<file path="src/rtl/tenv_wishbone_master_pkg.sv">
// Shared types for the test-environment Wishbone initiator: FSM state encoding
// and watchdog counter width.
package tenv_wishbone_master_pkg;

  typedef enum logic [1:0] {
    ST_IDLE = 2'd0,
    ST_REQ  = 2'd1,
    ST_WAIT = 2'd2
  } wb_state_e;

  localparam int WDOG_W = 16;

endpackage

</file>
<file path="src/rtl/tenv_wb_watchdog.sv">
// Cycle counter for the Wishbone initiator; clears while idle, counts while
// enabled, and flags terminal count at TIMEOUT-1.
module tenv_wb_watchdog
  import tenv_wishbone_master_pkg::*;
#(
  parameter int TIMEOUT = 16
) (
  input  logic clk_i,
  input  logic rst_i,
  input  logic clr_i,
  input  logic en_i,
  output logic tc_o
);

  logic [WDOG_W-1:0] cnt_q, cnt_d;

  always_comb begin
    cnt_d = cnt_q;
    if (clr_i) begin
      cnt_d = '0;
    end else if (en_i) begin
      cnt_d = cnt_q + 1'b1;
    end
  end

  always_ff @(posedge clk_i or negedge rst_i) begin
    if (!rst_i) begin
      cnt_q <= '0;
    end else begin
      cnt_q <= cnt_d;
    end
  end

  assign tc_o = (cnt_q == WDOG_W'(TIMEOUT - 1));

endmodule

</file>
<file path="src/rtl/tenv_wishbone_master.sv">
// Single-outstanding pipelined Wishbone initiator: one host request becomes one
// cyc/stb transfer, with a watchdog that ends the cycle with err_o if no ack arrives.
module tenv_wishbone_master
  import tenv_wishbone_master_pkg::*;
#(
  parameter int WADDR   = 10,
  parameter int WDATA   = 8,
  parameter int TIMEOUT = 16
) (
  input  logic               clk_i,
  input  logic               rst_i,
  input  logic               req_i,
  input  logic               req_we_i,
  input  logic [3:0]         req_sel_i,
  input  logic [WADDR-1:0]   req_adr_i,
  input  logic [WDATA*4-1:0] req_dat_i,
  output logic               busy_o,
  output logic               done_o,
  output logic               err_o,
  output logic [WDATA*4-1:0] rdata_o,
  output logic               cyc_o,
  output logic               stb_o,
  output logic               we_o,
  output logic [3:0]         sel_o,
  output logic [WADDR-1:0]   adr_o,
  output logic [WDATA*4-1:0] dat_o,
  input  logic               stall_i,
  input  logic               ack_i,
  input  logic [WDATA*4-1:0] dat_i
);

  localparam int DW = WDATA * 4;

  wb_state_e        state_q, state_d;
  logic             busy_q, busy_d;
  logic             done_q, done_d;
  logic             err_q, err_d;
  logic [DW-1:0]    rdata_q, rdata_d;
  logic             cyc_q, cyc_d;
  logic             stb_q, stb_d;
  logic             we_q, we_d;
  logic [3:0]       sel_q, sel_d;
  logic [WADDR-1:0] adr_q, adr_d;
  logic [DW-1:0]    dat_q, dat_d;

  logic wd_clr, wd_tc;
  logic ack_ok, tmo;

  tenv_wb_watchdog #(
    .TIMEOUT(TIMEOUT)
  ) u_wdog (
    .clk_i (clk_i),
    .rst_i (rst_i),
    .clr_i (wd_clr),
    .en_i  (cyc_q),
    .tc_o  (wd_tc)
  );

  assign wd_clr = (state_q == ST_IDLE);

  // A stalled ack is not a qualifying ack; it wins over the watchdog only when qualifying.
  assign ack_ok = ((state_q == ST_REQ) && !stall_i && ack_i) ||
                  ((state_q == ST_WAIT) && ack_i);
  assign tmo    = (state_q != ST_IDLE) && wd_tc && !ack_ok;

  always_comb begin
    state_d = state_q;
    done_d  = 1'b0;
    err_d   = 1'b0;
    rdata_d = rdata_q;
    cyc_d   = cyc_q;
    stb_d   = stb_q;
    we_d    = we_q;
    sel_d   = sel_q;
    adr_d   = adr_q;
    dat_d   = dat_q;
    case (state_q)
      ST_IDLE: begin
        if (req_i) begin
          we_d    = req_we_i;
          sel_d   = req_sel_i;
          adr_d   = req_adr_i;
          dat_d   = req_dat_i;
          cyc_d   = 1'b1;
          stb_d   = 1'b1;
          state_d = ST_REQ;
        end
      end
      ST_REQ, ST_WAIT: begin
        if (ack_ok) begin
          cyc_d   = 1'b0;
          stb_d   = 1'b0;
          done_d  = 1'b1;
          state_d = ST_IDLE;
          if (!we_q) begin
            rdata_d = dat_i;
          end
        end else if (tmo) begin
          cyc_d   = 1'b0;
          stb_d   = 1'b0;
          done_d  = 1'b1;
          err_d   = 1'b1;
          state_d = ST_IDLE;
        end else if ((state_q == ST_REQ) && !stall_i) begin
          stb_d   = 1'b0;
          state_d = ST_WAIT;
        end
      end
      default: begin
        cyc_d   = 1'b0;
        stb_d   = 1'b0;
        state_d = ST_IDLE;
      end
    endcase
    busy_d = (state_d != ST_IDLE);
  end

  always_ff @(posedge clk_i or negedge rst_i) begin
    if (!rst_i) begin
      state_q <= ST_IDLE;
      busy_q  <= 1'b0;
      done_q  <= 1'b0;
      err_q   <= 1'b0;
      rdata_q <= '0;
      cyc_q   <= 1'b0;
      stb_q   <= 1'b0;
      we_q    <= 1'b0;
      sel_q   <= '0;
      adr_q   <= '0;
      dat_q   <= '0;
    end else begin
      state_q <= state_d;
      busy_q  <= busy_d;
      done_q  <= done_d;
      err_q   <= err_d;
      rdata_q <= rdata_d;
      cyc_q   <= cyc_d;
      stb_q   <= stb_d;
      we_q    <= we_d;
      sel_q   <= sel_d;
      adr_q   <= adr_d;
      dat_q   <= dat_d;
    end
  end

  assign busy_o  = busy_q;
  assign done_o  = done_q;
  assign err_o   = err_q;
  assign rdata_o = rdata_q;
  assign cyc_o   = cyc_q;
  assign stb_o   = stb_q;
  assign we_o    = we_q;
  assign sel_o   = sel_q;
  assign adr_o   = adr_q;
  assign dat_o   = dat_q;

endmodule

</file>
<file path="config.mk">
export PLATFORM = sky130hd
export DESIGN_NAME = tenv_wishbone_master
export DESIGN_NICKNAME = d
export VERILOG_FILES = /design/src/rtl/tenv_wishbone_master_pkg.sv /design/src/rtl/tenv_wb_watchdog.sv /design/src/rtl/tenv_wishbone_master.sv
export SDC_FILE = /design/constraint.sdc
export NUM_CORES = 1
export LEC_CHECK = 0
export BUFFER_PORTS_ARGS = -buffer_cell sky130_fd_sc_hd__buf_2
export CORE_ASPECT_RATIO = 1.4
export CORE_UTILIZATION = 43
export DETAILED_ROUTE_END_ITERATION = 7
export GPL_TIMING_DRIVEN = 0
export PLACE_DENSITY = 0.72
export SETUP_SLACK_MARGIN = 0.4
export SKIP_CTS_REPAIR_TIMING = 1
export SLEW_MARGIN = 30
export SYNTH_ARGS = -nofsm -noshare
export SYNTH_HDL_FRONTEND = slang
export SYNTH_SLANG_ARGS = --single-unit
</file>
<file path="constraint.sdc">
create_clock -name clk_i -period 2.4 [get_ports clk_i]
set_clock_uncertainty 0.2 [all_clocks]
set_input_delay 0.24 -clock clk_i [delete_from_list [all_inputs] [get_ports clk_i]]
set_output_delay 0.24 -clock clk_i [all_outputs]
set_load 0.05 [all_outputs]
</file>
# Word-level counts from Yosys, hierarchy flattened

Cells that the tools add are included.

Logic and storage cells: 57
Bits in latches: 0
Input port bits: 84
Output and inout port bits: 84
Bits in writable memories: 0
ROM bits: 0
Flip-flop bits (word level): 102
Memories kept: 0

Reductions and logical operators: 17
Add/sub/neg operators: 1
Div/mod/pow operators: 0
Shift operators: 0
Equal/unequal tests: 6
$mul: 0
Bitwise operators: 1
Order comparisons: 0
Multiplexer cells: 20

Operators with widths:

| operator                                                          | number |
|---|---|
| 16-bit two-way mux                                                | 2 |
| 16-bit by 1-bit adder with 16-bit output (second input constant)  | 1 |
| 16-bit by 4-bit == test with 1-bit output (second input constant) | 1 |
| 1-bit two-way mux                                                 | 11 |
| 2-bit two-way mux                                                 | 4 |
| 2-bit AND reduction                                               | 3 |
| 2-bit nonzero test                                                | 3 |
| 1-bit logical AND                                                 | 5 |
| 4-bit != test (second input constant)                             | 1 |
| 1-bit case mux with 2 select lines                                | 2 |
| 2-bit case mux with 2 select lines                                | 1 |
| 3-bit != test (second input constant)                             | 1 |
| 3-bit AND reduction                                               | 1 |
| 2-bit by 1-bit == test with 1-bit output (second input constant)  | 1 |
| 2-bit == test (second input constant)                             | 1 |
| 1-bit logical NOT                                                 | 2 |
| 2-bit logical NOT                                                 | 1 |
| 2-bit != test (second input constant)                             | 1 |
| 2-bit OR reduction                                                | 1 |
| 1-bit logical OR                                                  | 1 |
| 1-bit inverter                                                    | 1 |

# Depth between registers and ports, before layout

Gate-level depths: netlist of the first run.

Depth after elaboration: 10
Depth in mapped cells: 8
Mapped depth without buffers: 6

# By module

A second synthesis of the first run with hierarchy kept.

Cells, all modules: 297
Area, all modules: 4,380.5 um^2

By module, submodules not included:

| module               | cells each | area an instance (um^2) | seq. area each (um^2) | instances |
|---|---|---|---|---|
| tenv_wishbone_master | 205        | 3,482.1                 | 2,152.1               | 1 |
| tenv_wb_watchdog     | 92         | 898.4                   | 400.4                 | 1 |

# Least setup slack after synthesis of the first run

OpenSTA, ideal clock, no wires.

Kind: reg-to-reg
Start point: reg state_q[1]
End point: reg rdata_q[10] (netlist: rdata_o[10])
Path slack: 317 ps
Library setup time: 125 ps
Path buffers: 2
Stages on the path, launching flop included: 8
Period minus slack after synthesis: 2,083 ps
Data required time: 2,075 ps
Arrival time: 1,758 ps
Cells stage by stage: dfrtp_1 -> inv_1 -> ha_1 -> inv_1 -> or3_1 -> buf_6 -> buf_12 -> mux2_4

Cells in the longest elaborated chain, start to end: 5
Elaborated cells between the ends (all ways): 8
Classes of those cells: eq/ne (2); reduce/logical (6)

RTL lines:

| element                                  | line                                                   | text |
|---|---|---|
| start: declaration                       | tenv_wishbone_master.sv:34                             | `wb_state_e state_q, state_d;` |
| start signal: assignment                 | tenv_wishbone_master.sv:132                            | `state_q <= state_d;` |
| 2-bit by 1-bit == test with 1-bit output | tenv_wishbone_master.sv:62, tenv_wishbone_master.sv:77 |  |
| 1-bit logical AND (2 in series)          | tenv_wishbone_master.sv:62                             | `assign ack_ok = ((state_q == ST_REQ) && !stall_i && ack_i) \|\|` |
| 1-bit logical OR                         | tenv_wishbone_master.sv:62                             |  |
| 3-bit AND reduction (no line) *          | n/a                                                    |  |
| end signal: assignment                   | tenv_wishbone_master.sv:136                            | `rdata_q <= rdata_d;` |
| end: declaration                         | tenv_wishbone_master.sv:38                             | `logic [DW-1:0] rdata_q, rdata_d;` |

Every way passes the cells marked *; elsewhere a longest branch is shown, timed or not.
A chain may end at the register's enable or synchronous reset.

# Worst setup path after layout of the first run

Start point: reg state_q[1]
End point: reg rdata_q[25] (netlist: rdata_o[25])

Same word-level chain as after synthesis.

==> impl_metrics.env, run 1 <==
export IMPL_port_buffers=167
export IMPL_cp_required_ns=2.42
export IMPL_final_core_util_pct=68.1
export IMPL_p_comb_share_pct=54.1
export IMPL_vdd_drop_max_mv=0.620
export IMPL_violations="design-rule violations"
export IMPL_via_count=3426
export IMPL_first_global_vias=2935
export IMPL_routed_wl_um=11200
export IMPL_die_area_mm2=0.0105
export IMPL_clk_latency_ns=0.34
export IMPL_crit_top_cell="buf_12"
export IMPL_layout_drive_gt1_share_pct=44.3
export IMPL_grt_use_total_pct=17.4
export IMPL_dieHeight_um=121
export IMPL_cts_sinks=102
export IMPL_syn_nets=387
export IMPL_final_period_minus_worst_setup_slack_ns=2.17
export IMPL_slew_violations=0
export IMPL_power_density_mw_per_mm2=1420
export IMPL_first_pass_iters=6
export IMPL_slowest_stage="dfrtp_2"
export IMPL_layout_setup_ws_ns=0.235
export IMPL_ios=168
export IMPL_cts_tree="done"
export IMPL_ys_flop_type="dfrtp_1"
export IMPL_synth_area_mm2=0.00435
export IMPL_swShare_pct=48.1
export IMPL_p_int_mw=4.96
export IMPL_grt_max_degree=65
export IMPL_placed_cells=601
export IMPL_chipWidth_um=87.0
export IMPL_finalCritPeriodShare_pct=90.2
export IMPL_crit_chain="inv_4 > ha_4 > nor2b_4 > o21ai_4 > or3_4 > buf_12 > buf_12 > mux2_4"
export IMPL_tightest_slew_ns=0.487
export IMPL_cts_buffer_depth=2
export IMPL_multi_input_area_mm2=0.00172
export IMPL_cts_buffers=9
export IMPL_cp_max_fo=10
export IMPL_area_growth_pct=54.2
export IMPL_synth_distinct_cells=40
export IMPL_pre_cts_ws_ns=0.205
export IMPL_cp_start_kind="flip-flop"
export IMPL_path_class="flip-flop to flip-flop"
export IMPL_leakage_nw=3.31
export IMPL_p_seq_share_pct=30.0
export IMPL_power_mw=9.56
export IMPL_fmax_mhz=462
export IMPL_start_util_pct=44.2
export IMPL_via_per_inst=4.83
export IMPL_cts_root_buf="clkbuf_16"
export IMPL_endpoint_kind="flip-flop"
export IMPL_yosys_warnings=0
export IMPL_drt_iter0_markers=108
export IMPL_p_sw_mw=4.59
export IMPL_detailed_place_hpwl_um=6790
export IMPL_rsz0062_at_grt="yes"
export IMPL_maxCapViolCount=0
export IMPL_nets=658
export IMPL_clockPowerShare_pct=16.0
export IMPL_antenna_found_initial=0
export IMPL_wl_per_cell_um=15.7
export IMPL_ys_ff_latch=102
export IMPL_grt_overflow=0
export IMPL_syn_avg_cell_area_um2=14.6
export IMPL_run_status="complete, but fails checks"
export IMPL_drc=4
export IMPL_maxSlewHeadroom_pct=67.3
export IMPL_sequential_cell_area_mm2=0.00255
export IMPL_nFillCells=682
export IMPL_coreArea_mm2=0.00985
export IMPL_antenna_left=0
export IMPL_async_reset_ff_share_pct=100
export IMPL_ys_seq_area_share_pct=58.7
export IMPL_ctsHtreeMaxLevel=3
export IMPL_hp_class="input pin to flip-flop"
export IMPL_arrival_ns=2.18
export IMPL_gp_congestion=0.802
export IMPL_path_clk_slew_ns=0.06
export IMPL_final_hold_viol_count=0
export IMPL_setup_viol=0
export IMPL_grt_pass1_wl_um=14100
export IMPL_cpPeakStageDelay_ns=0.46
export IMPL_synth_edff_count=0
export IMPL_final_cells=709
export IMPL_postSynthCellCount=298
export IMPL_antenna_cells=0
export IMPL_rows=43
## path summary, 6_finish.rpt
| kind | from | end | slack [ns] | depth (start not counted) |
|---|---|---|---|---|
| setup / recovery | state_q[1]$_DFF_PN0_ | rdata_o[25]$_DFFE_PN0P_ | 0.23 | 8 |
| setup reg to reg | state_q[1]$_DFF_PN0_ | rdata_o[25]$_DFFE_PN0P_ | 0.23 | 8 |
| hold reg to reg | dat_o[11]$_DFFE_PN0P_ | dat_o[11]$_DFFE_PN0P_ | 0.29 | 1 |
| hold / removal | req_i | state_q[1]$_DFF_PN0_ | 0.11 | 4 |
| min in group asynchronous | rst_i | dat_o[26]$_DFFE_PN0P_ | 0.18 | 2 |
| max in group asynchronous | rst_i | state_q[1]$_DFF_PN0_ | 1.18 | 3 |
## flip-flops by register name, indices dropped and copies added (netlist names), 2 cells and up
name	count
adr_o	10
dat_o	32
rdata_o	32
sel_o	4
state_q	2
u_wdog.cnt_q	16
## stage by stage
stage          hold slack [ns]  instance area (µm²)  setup TNS (ns)
5_1_grt                  0.108                 6710               0
3_5_place_dp           -0.0296                 5400               0
3_3_place_gp             0.251                 5370          -11.30
2_1_floorplan           -0.256                 4360               0
4_1_cts                 -0.392                 5720               0
6_report                 0.105                 6710               0
## cells in the mapped netlist, types with 2 or more instances
cell | number | area share [%]
mux2_1 | 51 | 13
buf_12 | 3 | 1.4
nor2_1 | 14 | 1.2
a31oi_1 | 2 | 0.29
nand2_1 | 10 | 0.86
xnor2_1 | 7 | 1.4
or3_1 | 3 | 0.43
mux2_4 | 30 | 10
inv_1 | 8 | 0.69
and3_1 | 2 | 0.29
xor2_1 | 4 | 0.81
o2bb2a_1 | 2 | 0.46
buf_2 | 5 | 0.58
nand4_1 | 5 | 0.72
o21ai_0 | 2 | 0.23
nand3_1 | 3 | 0.35
a21oi_1 | 6 | 0.69
nor4b_1 | 2 | 0.40
clkbuf_1 | 4 | 0.35
nor2b_1 | 2 | 0.29
dfrtp_1 | 102 | 59
nor3_1 | 3 | 0.35
ha_1 | 5 | 1.4
nor4_1 | 7 | 1.0
## power groups by stage
| stage | Combinational (mW) | Sequential, mW | Clock (mW) |
|---|---|---|---|
| after floorplan | 1.26 | 5.32 | 0 |
| after global placement | 4.81 | 2.80 | 0 |
| after detailed placement | 4.88 | 2.86 | 0 |
| after CTS | 4.89 | 2.84 | 1.56 |
| after global routing | 5.39 | 2.94 | 1.62 |
| final | 5.17 | 2.87 | 1.53 |
## final cells by class
type	count	area share, %
Timing Repair Buffer	260	26.5
Clock inverter	2	0.560
Tap cell	135	2.52
Multi-Input combinational cell	174	25.6
Sequential cell	102	38.1
Inverter	8	0.485
Clock buffer	14	4.24
Buffer	14	2.01
## cells by family after synthesis
| group | share of synthesized area (%) |
|---|---|
| flops | 58.7 |
| simple gates | 7.45 |
| compound gates | 3.08 |
| fa+ha+maj | 1.44 |
| mux | 23.8 |
| xor+xnor | 2.22 |
| buf+inv | 3.34 |
## metal layers
| metal | global-route usage [%] | vias up | routed length, µm |
|---|---|---|---|
| met5 | 0 | - | 0 |
| met4 | 7.08 | 0 | 251 |
| met3 | 2.79 | 20 | 359 |
| met2 | 30.1 | 92 | 6270 |
| met1 | 21.5 | 1719 | 4270 |
| li1 | - | 1595 | - |
## critical path: cells and delay by family (launching register included)
kind	cells	cell delay (ns)
adders and majority gates	1	0.11
and+or+nand+nor	2	0.50
buffers and inverters	3	0.39
DFF	1	0.46
AOI/OAI and AO/OA	1	0.07
muxes	1	0.30
## placed cells by master (no fill, tap or decap), types with 4 or more instances in the layout
cell / instances
buf_2: 168
dfrtp_1: 100
dlygate4sd3_1: 80
mux2_1: 50
mux2_4: 31
nor2_1: 14
buf_4: 13
nand2_1: 10
clkbuf_16: 10
nor4_1: 7
xnor2_1: 7
inv_1: 6
a21oi_1: 6
nand4_1: 5
xor2_1: 4
buf_12: 4
clkbuf_8: 4
Power figures use the tool's default switching activity.
==> run 2, diff against run 1 <==
==> constraint.sdc (replaced) <==
create_clock -name clk_i -period 2.4 [get_ports clk_i]
set_clock_uncertainty 0.2 [all_clocks]
set_input_delay 0.36 -clock clk_i [delete_from_list [all_inputs] [get_ports clk_i]]
set_output_delay 0.36 -clock clk_i [all_outputs]
set_load 0.05 [all_outputs]
==> run 2 against run 1 <==
The run still ends with design-rule violations left. Sequential cell count unchanged. Critical path depth unchanged. Die area unchanged. Highest routed layer unchanged. Clock-buffer cell count unchanged. Via count down 11%. Utilization down 8.0 points. Combinational power down 3%. Sequential share of layout area up 5.1 points. Sequential power about the same. Wire length down 16%.
==> impl_metrics.env, run 2 (synthesized netlist as in run 1, its figures left out) <==
export IMPL_run_status="complete, but fails checks"
export IMPL_violations="design-rule violations"
export IMPL_hp_class="input pin to flip-flop"
export IMPL_path_buf_inv=3
export IMPL_grt_overflow=0
export IMPL_grt_max_degree=65
export IMPL_power_mw=9.36
export IMPL_nets=579
export IMPL_finalCritPeriodShare_pct=90.1
export IMPL_grt_pass1_wl_um=14100
export IMPL_gp_congestion=0.802
export IMPL_area_growth_pct=36.0
export IMPL_via_per_inst=4.86
export IMPL_setup_viol=0
export IMPL_layout_drive_gt1_share_pct=51.3
export IMPL_cpPeakStageDelay_ns=0.46
export IMPL_grt_use_total_pct=17.4
export IMPL_tightest_slew_ns=0.496
export IMPL_crit_chain="inv_4 > ha_4 > nor2b_4 > o21ai_4 > or3_4 > buf_12 > clkbuf_16 > mux2_4"
export IMPL_slowest_stage="dfrtp_2"
export IMPL_first_global_vias=2935
export IMPL_finalInstanceArea_mm2=0.00592
export IMPL_maxSlewHeadroom_pct=66.8
export IMPL_cts_tree="done"
export IMPL_arrival_ns=2.18
export IMPL_cts_buffers=9
export IMPL_vdd_drop_max_mv=0.631
export IMPL_detailed_place_hpwl_um=6790
export IMPL_ctsHtreeMaxLevel=3
export IMPL_clk_latency_ns=0.33
export IMPL_power_density_mw_per_mm2=1580
export IMPL_path_delay_family="simple AND/OR/NAND/NOR gates"
export IMPL_path_clk_slew_ns=0.07
export IMPL_rows=43
export IMPL_drc=2
export IMPL_antenna_cells=0
export IMPL_dieHeight_um=121
export IMPL_fmax_mhz=463
export IMPL_cp_start_kind="flip-flop"
export IMPL_tns_ns=0
export IMPL_place_area_mm2=0.00540
export IMPL_final_common_cell="buf_2"
export IMPL_endpoint_kind="flip-flop"
export IMPL_slew_violations=0
export IMPL_die_area_mm2=0.0105
export IMPL_ios=168
export IMPL_antenna_left=0
export IMPL_rsz0062_at_grt="yes"
export IMPL_leakage_nw=2.98
export IMPL_cts_buffer_depth=2
export IMPL_cp_required_ns=2.42
export IMPL_final_hold_viol_count=0
export IMPL_final_cell_mix="buf_2 (168), dfrtp_1 (100), mux2_1 (50)"
export IMPL_routed_wl_um=9330
export IMPL_chipWidth_um=87.0
export IMPL_path_class="flip-flop to flip-flop"
export IMPL_drt_iter0_markers=107
export IMPL_cts_root_buf="clkbuf_16"
export IMPL_maxCapViolCount=0
export IMPL_via_count=3060
export IMPL_cts_sinks=102
export IMPL_final_period_minus_worst_setup_slack_ns=2.16
export IMPL_cp_max_fo=6
export IMPL_wl_per_cell_um=14.8
export IMPL_first_pass_iters=8
export IMPL_start_util_pct=44.2
export IMPL_antenna_found_initial=0
export IMPL_coreArea_mm2=0.00985
export IMPL_port_buffers=167
export IMPL_timing_hold_ws_ns=0.0296
## run 2: final cells by class
type,count,area [µm²]
multi-input cells,174,1720
plain buffers,14,135
clock inverters,2,37.5
well taps,135,169
inverters,8,32.5
fillers,809,3930
flip-flops and latches,102,2550
clock buffers,14,284
repair buffers,181,987
## run 2: worst paths after layout
kind	startpoint	to	slack, ns	cells past startpoint
hold / removal	req_dat_i[11]	dat_o[11]$_DFFE_PN0P_	0.03	2
hold reg to reg	dat_o[26]$_DFFE_PN0P_	dat_o[26]$_DFFE_PN0P_	0.29	1
setup reg to reg	state_q[1]$_DFF_PN0_	rdata_o[15]$_DFFE_PN0P_	0.24	8
min in group asynchronous	rst_i	dat_o[29]$_DFFE_PN0P_	0.30	2
max in group asynchronous	rst_i	state_q[1]$_DFF_PN0_	1.06	3
setup / recovery	state_q[1]$_DFF_PN0_	rdata_o[15]$_DFFE_PN0P_	0.24	8
## run 2: metrics by stage
step | cells | worst slack, ns | util, %
2_1_floorplan | 298 | 0.342 | -
3_3_place_gp | 600 | -0.414 | 54.5
3_5_place_dp | 601 | 0.205 | 54.9
4_1_cts | 617 | 0.190 | 58.1
5_1_grt | 630 | 0.196 | 60.1
6_report | 630 | 0.238 | 60.1
## run 2: per-layer routing
metal | vias to the layer above | global-route usage, % | routed length, µm | share of wire [%]
li1 | 1438 | - | - | -
met1 | 1534 | 21.5 | 3780 | 41
met2 | 78 | 30.1 | 5060 | 54
met3 | 10 | 2.79 | 337 | 3.6
met4 | 0 | 7.08 | 153 | 1.6
met5 | - | 0 | 0 | 0
## run 2: where the power goes
group	internal (mW)	leakage, nW	switching (mW)
combinational	1.50	1.57	3.50
clock	0.923	0.155	0.597
sequential	2.46	1.25	0.381
==> run 3, diff against run 2 <==
--- a/config.mk
+++ b/config.mk
@@ -10,6 +10,7 @@
 export CORE_UTILIZATION = 43
 export DETAILED_ROUTE_END_ITERATION = 7
 export GPL_TIMING_DRIVEN = 0
+export MAX_ROUTING_LAYER = met4
 export PLACE_DENSITY = 0.72
 export SETUP_SLACK_MARGIN = 0.4
 export SKIP_CTS_REPAIR_TIMING = 1
==> run 3 against run 2 <==
The run still ends with design-rule violations left. Cell area stayed put. Critical endpoint unchanged. Total power hardly changed. Die area stayed put.
==> impl_metrics.env, run 3 (synthesized netlist as in run 1, its figures left out) <==
export IMPL_final_cell_mix="buf_2 (168), dfrtp_1 (100), mux2_1 (50)"
export IMPL_clk_latency_ns=0.33
export IMPL_area_growth_pct=36.0
export IMPL_nFillCells=809
export IMPL_via_per_inst=4.86
export IMPL_maxSlewHeadroom_pct=66.6
export IMPL_routed_wl_um=9400
export IMPL_ios=168
export IMPL_power_mw=9.36
export IMPL_path_delay_family="simple AND/OR/NAND/NOR gates"
export IMPL_hp_class="input pin to flip-flop"
export IMPL_drt_iter0_markers=106
export IMPL_cts_root_buf="clkbuf_16"
export IMPL_worst_path_stages=8
export IMPL_antenna_cells=0
export IMPL_slowest_stage="dfrtp_2"
export IMPL_grt_use_total_pct=18.0
export IMPL_path_clk_slew_ns=0.07
export IMPL_grt_pass1_wl_um=14200
export IMPL_crit_chain="inv_4 > ha_4 > nor2b_4 > o21ai_4 > or3_4 > buf_12 > clkbuf_16 > mux2_4"
export IMPL_final_hold_viol_count=0
export IMPL_maxCapViolCount=0
export IMPL_cts_buffer_depth=2
export IMPL_gp_congestion=0.813
export IMPL_final_common_cell="buf_2"
export IMPL_layout_setup_ws_ns=0.238
export IMPL_start_util_pct=44.2
export IMPL_finalCritPeriodShare_pct=90.1
export IMPL_antenna_found_initial=0
export IMPL_first_pass_iters=8
export IMPL_die_area_mm2=0.0105
export IMPL_dieHeight_um=121
export IMPL_wl_per_cell_um=14.9
export IMPL_vdd_drop_max_mv=0.631
export IMPL_fmax_mhz=462
export IMPL_violations="design-rule violations"
export IMPL_setup_viol=0
export IMPL_final_period_minus_worst_setup_slack_ns=2.16
export IMPL_nets=579
export IMPL_rows=43
export IMPL_endpoint_kind="flip-flop"
export IMPL_power_density_mw_per_mm2=1580
export IMPL_reg2regPathDepth=8
export IMPL_grt_overflow=0
export IMPL_rsz0062_at_grt="yes"
export IMPL_cts_tree="done"
export IMPL_chipWidth_um=87.0
export IMPL_first_global_vias=2921
export IMPL_run_status="complete, but fails checks"
export IMPL_whs_path_depth=2
export IMPL_cpPeakStageDelay_ns=0.46
export IMPL_slew_violations=0
export IMPL_arrival_ns=2.18
export IMPL_coreArea_mm2=0.00985
export IMPL_cts_sinks=102
export IMPL_pre_cts_ws_ns=0.205
export IMPL_tightest_slew_ns=0.498
export IMPL_cts_buffers=9
export IMPL_ctsHtreeMaxLevel=3
export IMPL_path_buf_inv=3
export IMPL_leakage_nw=2.98
export IMPL_drc=2
export IMPL_antenna_left=0
export IMPL_path_class="flip-flop to flip-flop"
export IMPL_cp_max_fo=6
export IMPL_grt_max_degree=65
export IMPL_port_buffers=167
export IMPL_tns_ns=0
export IMPL_cp_start_kind="flip-flop"
export IMPL_detailed_place_hpwl_um=6790
export IMPL_layout_drive_gt1_share_pct=51.3
export IMPL_cp_required_ns=2.42
export IMPL_via_count=3063
run 3: cell counts in the layout (fill, tap and decap cells not counted):
No cell type changed its count.
run 3: path summary, 6_finish.rpt:
check                                           start                       to  slack [ns]
worst max-delay path             state_q[1]$_DFF_PN0_  rdata_o[15]$_DFFE_PN0P_        0.24
worst min-delay path                    req_dat_i[11]    dat_o[11]$_DFFE_PN0P_        0.03
worst max register to register   state_q[1]$_DFF_PN0_  rdata_o[15]$_DFFE_PN0P_        0.24
worst min register to register  dat_o[26]$_DFFE_PN0P_    dat_o[26]$_DFFE_PN0P_        0.29
max in group asynchronous                       rst_i     state_q[1]$_DFF_PN0_        1.06
min in group asynchronous                       rst_i    dat_o[29]$_DFFE_PN0P_        0.30
run 3: report_power, final:
group	switching (mW)	internal [mW]
Sequential	0.382	2.46
Clock	0.599	0.923
Combinational	3.51	1.50
Total	4.49	4.88
run 3: final cells by class:
type / instances / area (µm²) / area share (%)
sequential: 102 / 2550 / 43.2
buffer: 14 / 135 / 2.28
clock buffer: 14 / 284 / 4.80
tap: 135 / 169 / 2.86
multi-input combinational: 174 / 1720 / 29.0
clock inverter: 2 / 37.5 / 0.635
inverter: 8 / 32.5 / 0.550
timing repair buffer: 181 / 987 / 16.7
run 3: per-layer routing:
layer / wire, µm / global-route usage, % / vias to the layer above
met3: 321 / 2.65 / 10
met1: 3840 / 21.9 / 1535
met5: 0 / - / -
met2: 5080 / 30.0 / 78
li1: - / - / 1440
met4: 150 / 7.08 / 0
run 3: through the flow:
step,std cells,cell area (µm²),utilization (%),hold slack (ns)
3_3_place_gp,600,5370,54.5,0.270
5_1_grt,630,5920,60.1,0.0266
4_1_cts,617,5720,58.1,-0.272
3_5_place_dp,601,5400,54.9,0.0904
2_1_floorplan,298,4360,-,-0.136
6_report,630,5920,60.1,0.0287
